$ cat config.mk
export PLATFORM = sky130hd
export DESIGN_NAME = clock_time_bcd
export DESIGN_NICKNAME = d
export VERILOG_FILES = /design/src/rtl/clock_pkg.sv /design/src/rtl/bcd_mod_counter.sv /design/src/rtl/clock_time_bcd.sv
export SDC_FILE = /design/constraint.sdc
export NUM_CORES = 1
export LEC_CHECK = 0
export ABC_AREA = 1
export CAP_MARGIN = 30
export CORE_ASPECT_RATIO = 0.5
export CORE_MARGIN = 2
export CORE_UTILIZATION = 40
export DETAILED_ROUTE_END_ITERATION = 16
export PLACE_DENSITY = 0.63
export SKIP_LAST_GASP = 1
export SLEW_MARGIN = 20
export SYNTH_ARGS = -nofsm -noshare
export SYNTH_HDL_FRONTEND = slang
export SYNTH_HIERARCHICAL = 1
export SYNTH_SLANG_ARGS = --single-unit
$ cat constraint.sdc
create_clock -name clk -period 3 [get_ports clk]
set_input_delay 0.45 -clock clk [delete_from_list [all_inputs] [get_ports clk]]
set_output_delay 0.45 -clock clk [all_outputs]
set_load 0.02 [all_outputs]
$ cat src/rtl/clock_pkg.sv
// Shared types and limits for the cuckoo clock timekeeping stage.
// Mode encodings and BCD field maximums.
package clock_pkg;

  typedef enum logic [1:0] {
    MODE_RUN      = 2'd0,
    MODE_SET_HOUR = 2'd1,
    MODE_SET_MIN  = 2'd2
  } mode_e;

  localparam logic [7:0] SEC_MAX  = 8'h59;
  localparam logic [7:0] MIN_MAX  = 8'h59;
  localparam logic [7:0] HOUR_MAX = 8'h23;

endpackage

$ cat src/rtl/bcd_mod_counter.sv
// Two-digit BCD modulo counter with clear and increment.
// Wraps to 00 after {MAX_TENS,MAX_ONES} and flags the wrap on carry.
module bcd_mod_counter #(
  parameter logic [3:0] MAX_TENS = 4'd5,
  parameter logic [3:0] MAX_ONES = 4'd9
) (
  input  logic       clk,
  input  logic       reset_p,
  input  logic       clr,
  input  logic       inc,
  output logic [7:0] value,
  output logic       carry
);

  logic [3:0] tens_q, tens_d;
  logic [3:0] ones_q, ones_d;
  logic       at_max;

  assign at_max = (tens_q == MAX_TENS) && (ones_q == MAX_ONES);
  assign carry  = inc && !clr && at_max;
  assign value  = {tens_q, ones_q};

  always_comb begin
    tens_d = tens_q;
    ones_d = ones_q;
    if (clr) begin
      tens_d = 4'd0;
      ones_d = 4'd0;
    end else if (inc) begin
      if (at_max) begin
        tens_d = 4'd0;
        ones_d = 4'd0;
      end else if (ones_q == 4'd9) begin
        tens_d = tens_q + 4'd1;
        ones_d = 4'd0;
      end else begin
        ones_d = ones_q + 4'd1;
      end
    end
  end

  always_ff @(posedge clk or posedge reset_p) begin
    if (reset_p) begin
      tens_q <= 4'd0;
      ones_q <= 4'd0;
    end else begin
      tens_q <= tens_d;
      ones_q <= ones_d;
    end
  end

endmodule

$ cat src/rtl/clock_time_bcd.sv
// Timekeeping stage: 1 s prescaler, HH:MM:SS in BCD, set modes,
// digit flashing and the hourly cuckoo pulse for the FND controller.
module clock_time_bcd
  import clock_pkg::*;
#(
  parameter int TICK_DIV = 100_000_000
) (
  input  logic        clk,
  input  logic        reset_p,
  input  logic        btn_mode,
  input  logic        btn_inc,
  input  logic        btn_clr,
  output logic [15:0] value,
  output logic [3:0]  blank,
  output logic [1:0]  mode,
  output logic        sec_half,
  output logic        cuckoo
);

  localparam int CW = (TICK_DIV > 2) ? $clog2(TICK_DIV) : 1;

  logic [CW-1:0] cnt_q, cnt_d;
  mode_e         mode_q, mode_d;
  logic          sec_half_q, sec_half_d;
  logic [3:0]    blank_q, blank_d;
  logic          cuckoo_q, cuckoo_d;

  logic       tick, run_tick, restart;
  logic       sec_inc, min_inc, hour_inc, sec_clr;
  logic       sec_carry, min_carry, hour_carry;
  logic [7:0] sec_v, min_v, hour_v;

  assign tick     = (cnt_q == CW'(TICK_DIV - 1));
  assign run_tick = tick && (mode_q == MODE_RUN);
  assign restart  = btn_mode && (mode_q == MODE_SET_MIN);

  assign sec_clr  = btn_clr || restart;
  assign sec_inc  = run_tick;
  assign min_inc  = (run_tick && sec_carry) ||
                    (btn_inc && mode_q == MODE_SET_MIN);
  assign hour_inc = (run_tick && min_carry) ||
                    (btn_inc && mode_q == MODE_SET_HOUR);

  bcd_mod_counter #(
    .MAX_TENS(SEC_MAX[7:4]),
    .MAX_ONES(SEC_MAX[3:0])
  ) u_sec (
    .clk    (clk),
    .reset_p(reset_p),
    .clr    (sec_clr),
    .inc    (sec_inc),
    .value  (sec_v),
    .carry  (sec_carry)
  );

  bcd_mod_counter #(
    .MAX_TENS(MIN_MAX[7:4]),
    .MAX_ONES(MIN_MAX[3:0])
  ) u_min (
    .clk    (clk),
    .reset_p(reset_p),
    .clr    (btn_clr),
    .inc    (min_inc),
    .value  (min_v),
    .carry  (min_carry)
  );

  bcd_mod_counter #(
    .MAX_TENS(HOUR_MAX[7:4]),
    .MAX_ONES(HOUR_MAX[3:0])
  ) u_hour (
    .clk    (clk),
    .reset_p(reset_p),
    .clr    (btn_clr),
    .inc    (hour_inc),
    .value  (hour_v),
    .carry  (hour_carry)
  );

  always_comb begin
    mode_d = mode_q;
    unique case (mode_q)
      MODE_RUN:      if (btn_mode) mode_d = MODE_SET_HOUR;
      MODE_SET_HOUR: if (btn_mode) mode_d = MODE_SET_MIN;
      MODE_SET_MIN:  if (btn_mode) mode_d = MODE_RUN;
      default:       mode_d = MODE_RUN;
    endcase
  end

  // Leaving SET_MIN restarts the second so the new minute is exact.
  always_comb begin
    cnt_d = cnt_q + CW'(1);
    if (sec_clr || tick) cnt_d = '0;
  end

  // sec_half and blank track the values the registers take this edge.
  always_comb begin
    sec_half_d = (cnt_d < CW'(TICK_DIV / 2));
    blank_d    = 4'b0000;
    unique case (mode_d)
      MODE_SET_HOUR: if (!sec_half_d) blank_d = 4'b1100;
      MODE_SET_MIN:  if (!sec_half_d) blank_d = 4'b0011;
      default:       blank_d = 4'b0000;
    endcase
    cuckoo_d = run_tick && (min_carry || hour_carry);
  end

  always_ff @(posedge clk or posedge reset_p) begin
    if (reset_p) begin
      cnt_q      <= '0;
      mode_q     <= MODE_RUN;
      sec_half_q <= 1'b1;
      blank_q    <= 4'b0000;
      cuckoo_q   <= 1'b0;
    end else begin
      cnt_q      <= cnt_d;
      mode_q     <= mode_d;
      sec_half_q <= sec_half_d;
      blank_q    <= blank_d;
      cuckoo_q   <= cuckoo_d;
    end
  end

  assign value    = {hour_v, min_v};
  assign blank    = blank_q;
  assign mode     = mode_q;
  assign sec_half = sec_half_q;
  assign cuckoo   = cuckoo_q;

endmodule

Word level (Yosys, flattened, before mapping)
Cells that the tools add are included.
Widths: inputs -> output; s select.
{"block": "word_totals", "reg_bits": 59, "inputBits": 5, "out_inout_bits": 24, "wordCells": 96}
{"block": "op_classes", "eq_ne": 12, "n_addsub": 7, "reduce_logical": 33, "mux": 32, "order_cmp": 1}
{"cell": "$mux 4", "n": 25}
{"cell": "$add 27x1->27 const B", "n": 1}
{"cell": "$eq 27x27->1 const B", "n": 1}
{"cell": "$lt 27x26->1 const B", "n": 1}
{"cell": "$mux 27", "n": 1}
{"cell": "$add 4x1->4 const B", "n": 6}
{"cell": "$logic_and 1x1->1", "n": 16}
{"cell": "$eq 4x4->1 const B", "n": 3}
{"cell": "$reduce_bool 3->1", "n": 3}
{"cell": "$eq 4x2->1 const B", "n": 2}
{"cell": "$eq 4x3->1 const B", "n": 2}
{"cell": "$mux 2", "n": 4}
{"cell": "$pmux 4 s2", "n": 1}
{"cell": "$pmux 2 s3", "n": 1}
{"cell": "$reduce_and 2->1", "n": 3}
{"cell": "$reduce_bool 2->1", "n": 3}
{"cell": "$logic_or 1x1->1", "n": 5}
{"cell": "$eq 2x1->1 const B", "n": 2}
{"cell": "$eq 2x2->1 const B", "n": 2}
{"cell": "$logic_not 1->1", "n": 2}
{"cell": "$logic_not 2->1", "n": 1}

Depth between registers and ports, before layout
{"block": "depth", "ltp_word": 16, "mapped_depth": 23, "ltp_nobuf": 23}

Cells and area by module
The synthesis kept the hierarchy.
{"mod": "clock_time_bcd", "area_each_um2": 2207.1, "seq_area_each_um2": 827.0, "instances": 1, "cells_per_inst": 321}
{"mod": "bcd_mod_counter (u_min ...)", "area_each_um2": 496.7, "seq_area_each_um2": 200.2, "instances": 2, "cells_per_inst": 69}
{"mod": "bcd_mod_counter (u_hour)", "area_each_um2": 539.3, "seq_area_each_um2": 200.2, "instances": 1, "cells_per_inst": 69}

Worst setup path before layout
OpenSTA, ideal clock, no wires.
{"block": "synth_path", "path_kind": "flip-flop to flip-flop", "from": "reg cnt_q[0]", "to": "reg u_hour.ones_q[2]", "path_buffers": 0, "setup_time_ns": 0.072, "period_less_slack_ns": 2.774, "required_time_ns": 2.928, "path_stages_with_launch": 23, "arrival_time_ns": 2.702, "path_slack_ns": 0.226, "cell_sequence": "dfrtp_1 > ha_1 > nand2_1 > nor2_2 > nand3_2 > nor2_2 > nand3_1 > inv_1 > nand2_1 > inv_1 > nand2_1 > nor2_1 > a32o_1 > nand2_1 > inv_1 > nand2_1 > nor2_1 > a32o_1 > nor2_4 > inv_2 > nand2_1 > xor2_1 > nor2_1"}
{"block": "synth_between", "elab_chain_len": 11}
{"element": "start: declaration", "line_no": "clock_time_bcd.sv:22", "source": "logic [CW-1:0] cnt_q, cnt_d;"}
{"element": "start signal: assignment", "line_no": "clock_time_bcd.sv:116", "source": "cnt_q <= cnt_d;"}
{"element": "$eq 27x27->1", "line_no": "clock_time_bcd.sv:33", "source": "assign tick = (cnt_q == CW'(TICK_DIV - 1));"}
{"element": "$logic_and 1x1->1", "line_no": "clock_time_bcd.sv:34", "source": "assign run_tick = tick && (mode_q == MODE_RUN);"}
{"element": "via run_tick", "line_no": "clock_time_bcd.sv:28", "source": "logic tick, run_tick, restart;"}
{"element": "$logic_and 1x1->1 (2 in a row)", "line_no": "bcd_mod_counter.sv:20", "source": "assign carry = inc && !clr && at_max;"}
{"element": "via sec_carry", "line_no": "clock_time_bcd.sv:30", "source": "logic sec_carry, min_carry, hour_carry;"}
{"element": "$logic_and 1x1->1", "line_no": "clock_time_bcd.sv:39", "source": "assign min_inc = (run_tick && sec_carry) ||"}
{"element": "$logic_or 1x1->1", "line_no": "clock_time_bcd.sv:39"}
{"element": "via min_inc", "line_no": "clock_time_bcd.sv:29", "source": "logic sec_inc, min_inc, hour_inc, sec_clr;"}
{"element": "$logic_and 1x1->1 (2 in a row)", "line_no": "bcd_mod_counter.sv:20"}
{"element": "via min_carry", "line_no": "clock_time_bcd.sv:30"}
{"element": "$logic_and 1x1->1", "line_no": "clock_time_bcd.sv:41", "source": "assign hour_inc = (run_tick && min_carry) ||"}
{"element": "$logic_or 1x1->1", "line_no": "clock_time_bcd.sv:41"}
{"element": "via hour_inc", "line_no": "clock_time_bcd.sv:29"}
{"element": "$reduce_bool 2->1 (no source line)"}
{"element": "end signal: assignment", "line_no": "bcd_mod_counter.sv:48", "source": "ones_q <= ones_d;"}
{"element": "end: declaration", "line_no": "bcd_mod_counter.sv:16", "source": "logic [3:0] ones_q, ones_d;"}
The timed path passes the listed nets, and every way through them passes these cells.
A chain may end at the register's enable or synchronous reset.

Final worst setup path
Ends and elaborated chain as after synthesis.

==> impl_table.tex <==
\begin{tabular}{lr}
\hline
Metric & Value \\
\hline
\multicolumn{2}{l}{\textbf{Global route}} \\
\quad GRT overflow & 0 \\
\quad Wire length of the first global-routing pass & between 10000 and 15000 µm \\
\quad Initial antenna violation count & 0 \\
\quad All-layer global routing usage & a little under a fifth \\
\quad Maximum number of pins on one net before global-route repair & 34 \\
\quad Number of global-route vias before repair & between 3000 and 4000 \\
\multicolumn{2}{l}{\textbf{Setup path}} \\
\quad WP data required & $\sim$3.3 ns \\
\quad Worst Reg-to-Reg Cells & 22 \\
\quad Worst Setup SP & cnt\_q[0] \\
\quad Worst setup path category & reg2reg \\
\quad Worst setup slack for register-to-register paths & roughly 0.32 ns \\
\quad Startpoint of the lowest-slack register-to-register path & cnt\_q[0] \\
\quad Data arrival time of the critical path & slightly below 3 ns \\
\quad Endpoint of the lowest-slack register-to-register path & u\_hour/ones\_q[2] \\
\quad Category of the worst setup path launch point & flip-flop \\
\quad Kind of capture point of the worst setup path & flip-flop \\
\quad Worst-path maximum fanout & 6 \\
\multicolumn{2}{l}{\textbf{Route}} \\
\quad Total via count after detailed routing & between 3000 and 4000 \\
\quad Violation count after the first detailed-route iteration & 225 \\
\quad \# DRC & 0 \\
\quad Detailed-route wire length per cell & between 10 and 15 µm \\
\quad Post-Route WL & 8210 µm \\
\quad Detail-routed via count per cell & roughly 4.7 \\
\quad Total iterations of the first detailed-routing run & 4 \\
\quad Routed Antenna Nets & 0 \\
\multicolumn{2}{l}{\textbf{Final layout}} \\
\quad Fraction of layout instances using a drive strength above 1 & 13.3\% \\
\quad Filler Cell Count & 900 \\
\quad Final Cell Area & 4500 µm² \\
\quad Layout Area Growth over Synthesis & 20.4\% \\
\quad Final net count & between 500 and 600 \\
\quad Count of antenna diodes in the layout & 0 \\
\multicolumn{2}{l}{\textbf{Clock network}} \\
\quad Clock buffers created by TritonCTS & 9 \\
\quad Root buffer selected by CTS & clkbuf\_16 \\
\quad Clock H-tree levels & 3 \\
\quad Number of sinks handled by clock tree synthesis & 57 \\
\quad Clock latency reported for the late side of the worst-skew pair & about 0.33 ns \\
\quad Max Root-Sink Buffers & 2 \\
\quad Clock-pin slew reported for the worst setup and hold paths after clock tree synthesis & $\sim$0.050 ns \\
\quad Number of buffers inserted by hold repair at cts & 0 \\
\quad TritonCTS clock tree & yes \\
\multicolumn{2}{l}{\textbf{Yosys}} \\
\quad Cell type with the highest aggregate area in the netlist & dfrtp\_1 \\
\quad Synth Area per Inst & around 7.1 µm² \\
\quad Number of warnings printed during yosys synthesis & 6 \\
\quad Post-Synthesis Cell Area & 3740 µm² \\
\quad Largest cells by area after synthesis & dfrtp\_1 (37\%), nand2\_1 (17\%), nor2\_1 (8.9\%), inv\_1 (7.0\%), ha\_1 (5.4\%) \\
\quad Post-synthesis sequential area ratio & 38.2\% \\
\quad Post-synthesis sequential element count & 57 \\
\quad Share of the synthesized area in the top cell type & 37.5\% \\
\quad Cell variety after synth & 32 \\
\quad Total nets after synthesis & around 550 \\
\quad Instance count of the mapped netlist & roughly 530 \\
\multicolumn{2}{l}{\textbf{STA}} \\
\quad RSZ-0062 raised after global routing & no \\
\quad Time the worst path needs with I/O delays and setup & between 2 and 3 ns \\
\quad Max-slew headroom at the worst pin & between 50\% and 60\% \\
\quad Clk\_skew & roughly 0.0043 ns \\
\quad Final critical-path share of the clock period & about nine tenths \\
\quad Pins Over Slew Limit & 0 \\
\quad Count of endpoints failing setup in the final report & 0 \\
\quad Total negative setup slack & 0 ns \\
\quad Maximum clock frequency & $\sim$370 MHz \\
\quad Fin. Hold Viols & 0 \\
\quad Transition time at the pin with the least slew margin & 0.636 ns \\
\multicolumn{2}{l}{\textbf{Place}} \\
\quad Port Buffers & 28 \\
\quad Weighted congestion reported at the end of routability-driven placement & between 0.8 and 0.9 \\
\quad HPWL reported at the end of detailed placement & approximately 6200 µm \\
\quad Placed Instance Area & $\sim$4200 µm² \\
\multicolumn{2}{l}{\textbf{Pwr}} \\
\quad Switching part of the total power & between 30\% and 40\% \\
\quad Worst vdd rail ir drop & 0.288 mV \\
\quad Clock share of power & between 30\% and 40\% \\
\quad Pwr dens & 527 nW/µm² \\
\quad Power Internal & $\sim$1600 µW \\
\quad Leakage power & 0.00217 µW \\
\quad Net switching power & approximately 730 µW \\
\quad Proportion of power drawn by combinational gates & 21.9\% \\
\quad Part of the total power dissipated in sequential elements & between 30\% and 40\% \\
\multicolumn{2}{l}{\textbf{Die}} \\
\quad Number of core rows & 24 \\
\quad Horizontal extent of the die & 141 µm \\
\quad Core ar. & approximately 9000 µm² \\
\quad Number of placed I/O pins & 29 \\
\quad Die outline area & 10200 µm² \\
\quad Initial cell density of the core & 42.1\% \\
\quad Height of the die & between 70 and 80 µm \\
\multicolumn{2}{l}{\textbf{Status}} \\
\quad Status & finished, final reports clean \\
\multicolumn{2}{l}{\textbf{Flow run}} \\
\quad Max Cap Viol & 0 \\
\multicolumn{2}{l}{\textbf{Worst hold path}} \\
\quad Worst min-delay path class & in2async \\
\hline
\end{tabular}
## power by group through the flow
stage                     registers [µW]  logic (µW)  clock network (µW)
after floorplan                      974         281                   0
after global placement               929         511                   0
after detailed placement             928         515                   0
after CTS                            916         519                 958
after global routing                 928         589                 999
final                                916         520                 937
## metal layers
layer | GRT usage, % | vias to the layer above | wire [µm]
met5 | 0 | - | 0
met4 | 5.56 | 0 | 114
met3 | 5.54 | 11 | 449
met2 | 28.6 | 60 | 3670
met1 | 24.0 | 1502 | 3980
li1 | - | 1690 | -
## area by class of cell
| class | instances | area (µm²) | share of cell area (%) |
|---|---|---|---|
| Tap cell | 117 | 146 | 3.25 |
| Sequential cell | 57 | 1430 | 31.7 |
| Inverter | 79 | 297 | 6.58 |
| Clock inverter | 3 | 15.0 | 0.333 |
| Multi-Input combinational cell | 387 | 2000 | 44.5 |
| Timing Repair Buffer | 38 | 355 | 7.89 |
| Clock buffer | 13 | 260 | 5.78 |
## timing repair
action / in CTS / in global routing
setup endpoints to repair: 0 / 9
buffers inserted: 0 / 3
resized for setup: 0 / 8
## registers in the layout, indices dropped and copies added (netlist names)
signal,count
u_min/ones_q,4
u_sec/ones_q,4
u_min/tens_q,4
u_sec/tens_q,4
sec_half,1
cnt_q,27
blank,2
mode,2
u_hour/tens_q,4
u_hour/ones_q,4
cuckoo,1
## how the worst max path moves through the flow
stage / cells past startpoint / to / slack (ns)
2_1_floorplan: 22 / u_hour/ones_q[2] / 0.23
3_3_place_gp: 19 / u_hour/ones_q[2] / 0.20
3_5_place_dp: 22 / u_hour/ones_q[2] / 0.09
4_1_cts: 22 / u_hour/ones_q[2] / 0.07
5_1_grt: 22 / u_hour/ones_q[2] / 0.009
6_report: 22 / u_hour/ones_q[2] / 0.32
## critical path, cell delays in order (launching register included)
cell,delay [ns]
dfrtp_1,0.39
ha_4,0.16
nand2_1,0.08
nor2_2,0.12
nand3_2,0.15
nor2_4,0.12
nand3_1,0.07
inv_1,0.07
nand2_1,0.07
inv_1,0.07
nand2_1,0.08
nor2_1,0.09
a32o_1,0.16
nand2_1,0.07
inv_1,0.08
nand2_1,0.09
nor2_2,0.11
a32o_2,0.18
nor2_4,0.05
inv_2,0.09
nand2_1,0.07
xor2_1,0.14
nor2_1,0.10
## placed cells by master, fill, tap and decap left out, drive strengths merged, types with 3 or more instances in the layout
cell,instances
inv,77
xor2,10
ha,16
o21ai,3
nor2,112
xnor2,6
nand3,38
clkinv,5
clkbuf,13
a21oi,5
nand4,3
dfrtp,56
nor3,3
clkdlybuf4s50,28
and2,3
nand2,178
buf,10
## stage by stage
stage          utilization (%)  power, µW  setup slack (ns)  cells  hold WS, ns
5_1_grt                   50.7       2520           0.00945    694        0.517
6_report                  50.7       2370             0.317    694        0.489
4_1_cts                   50.1       2390            0.0716    691        0.506
3_3_place_gp              47.0       1440             0.202    675        0.494
3_5_place_dp              47.0       1440            0.0868    675        0.495
2_1_floorplan                -       1260             0.226    528        0.266
## cells by family after synthesis
group | after synthesis | share of synthesized area, %
compound gates | 16 | 3.35
xor+xnor | 16 | 3.75
fa+ha+maj | 16 | 5.35
buf+inv | 84 | 9.03
flops | 57 | 38.2
mux | 2 | 0.535
simple gates | 337 | 39.8
## cells in the mapped netlist
master / instances
a21oi_1: 4
a21oi_4: 1
a32o_1: 2
and2_1: 3
buf_4: 2
buf_6: 2
clkbuf_1: 1
clkinv_1: 2
dfrtp_1: 56
dfstp_2: 1
ha_1: 16
inv_1: 70
inv_2: 7
mux2i_1: 2
nand2_1: 169
nand2_2: 9
nand3_1: 34
nand3_2: 3
nand3_4: 1
nand4_1: 3
nor2_1: 89
nor2_2: 14
nor2_4: 9
nor3_1: 2
nor3_2: 1
o21a_1: 2
o21ai_0: 3
o21bai_1: 1
o21bai_4: 1
o22ai_1: 2
xnor2_1: 6
xor2_1: 10
No activity file was read; power rests on OpenSTA's default activity.
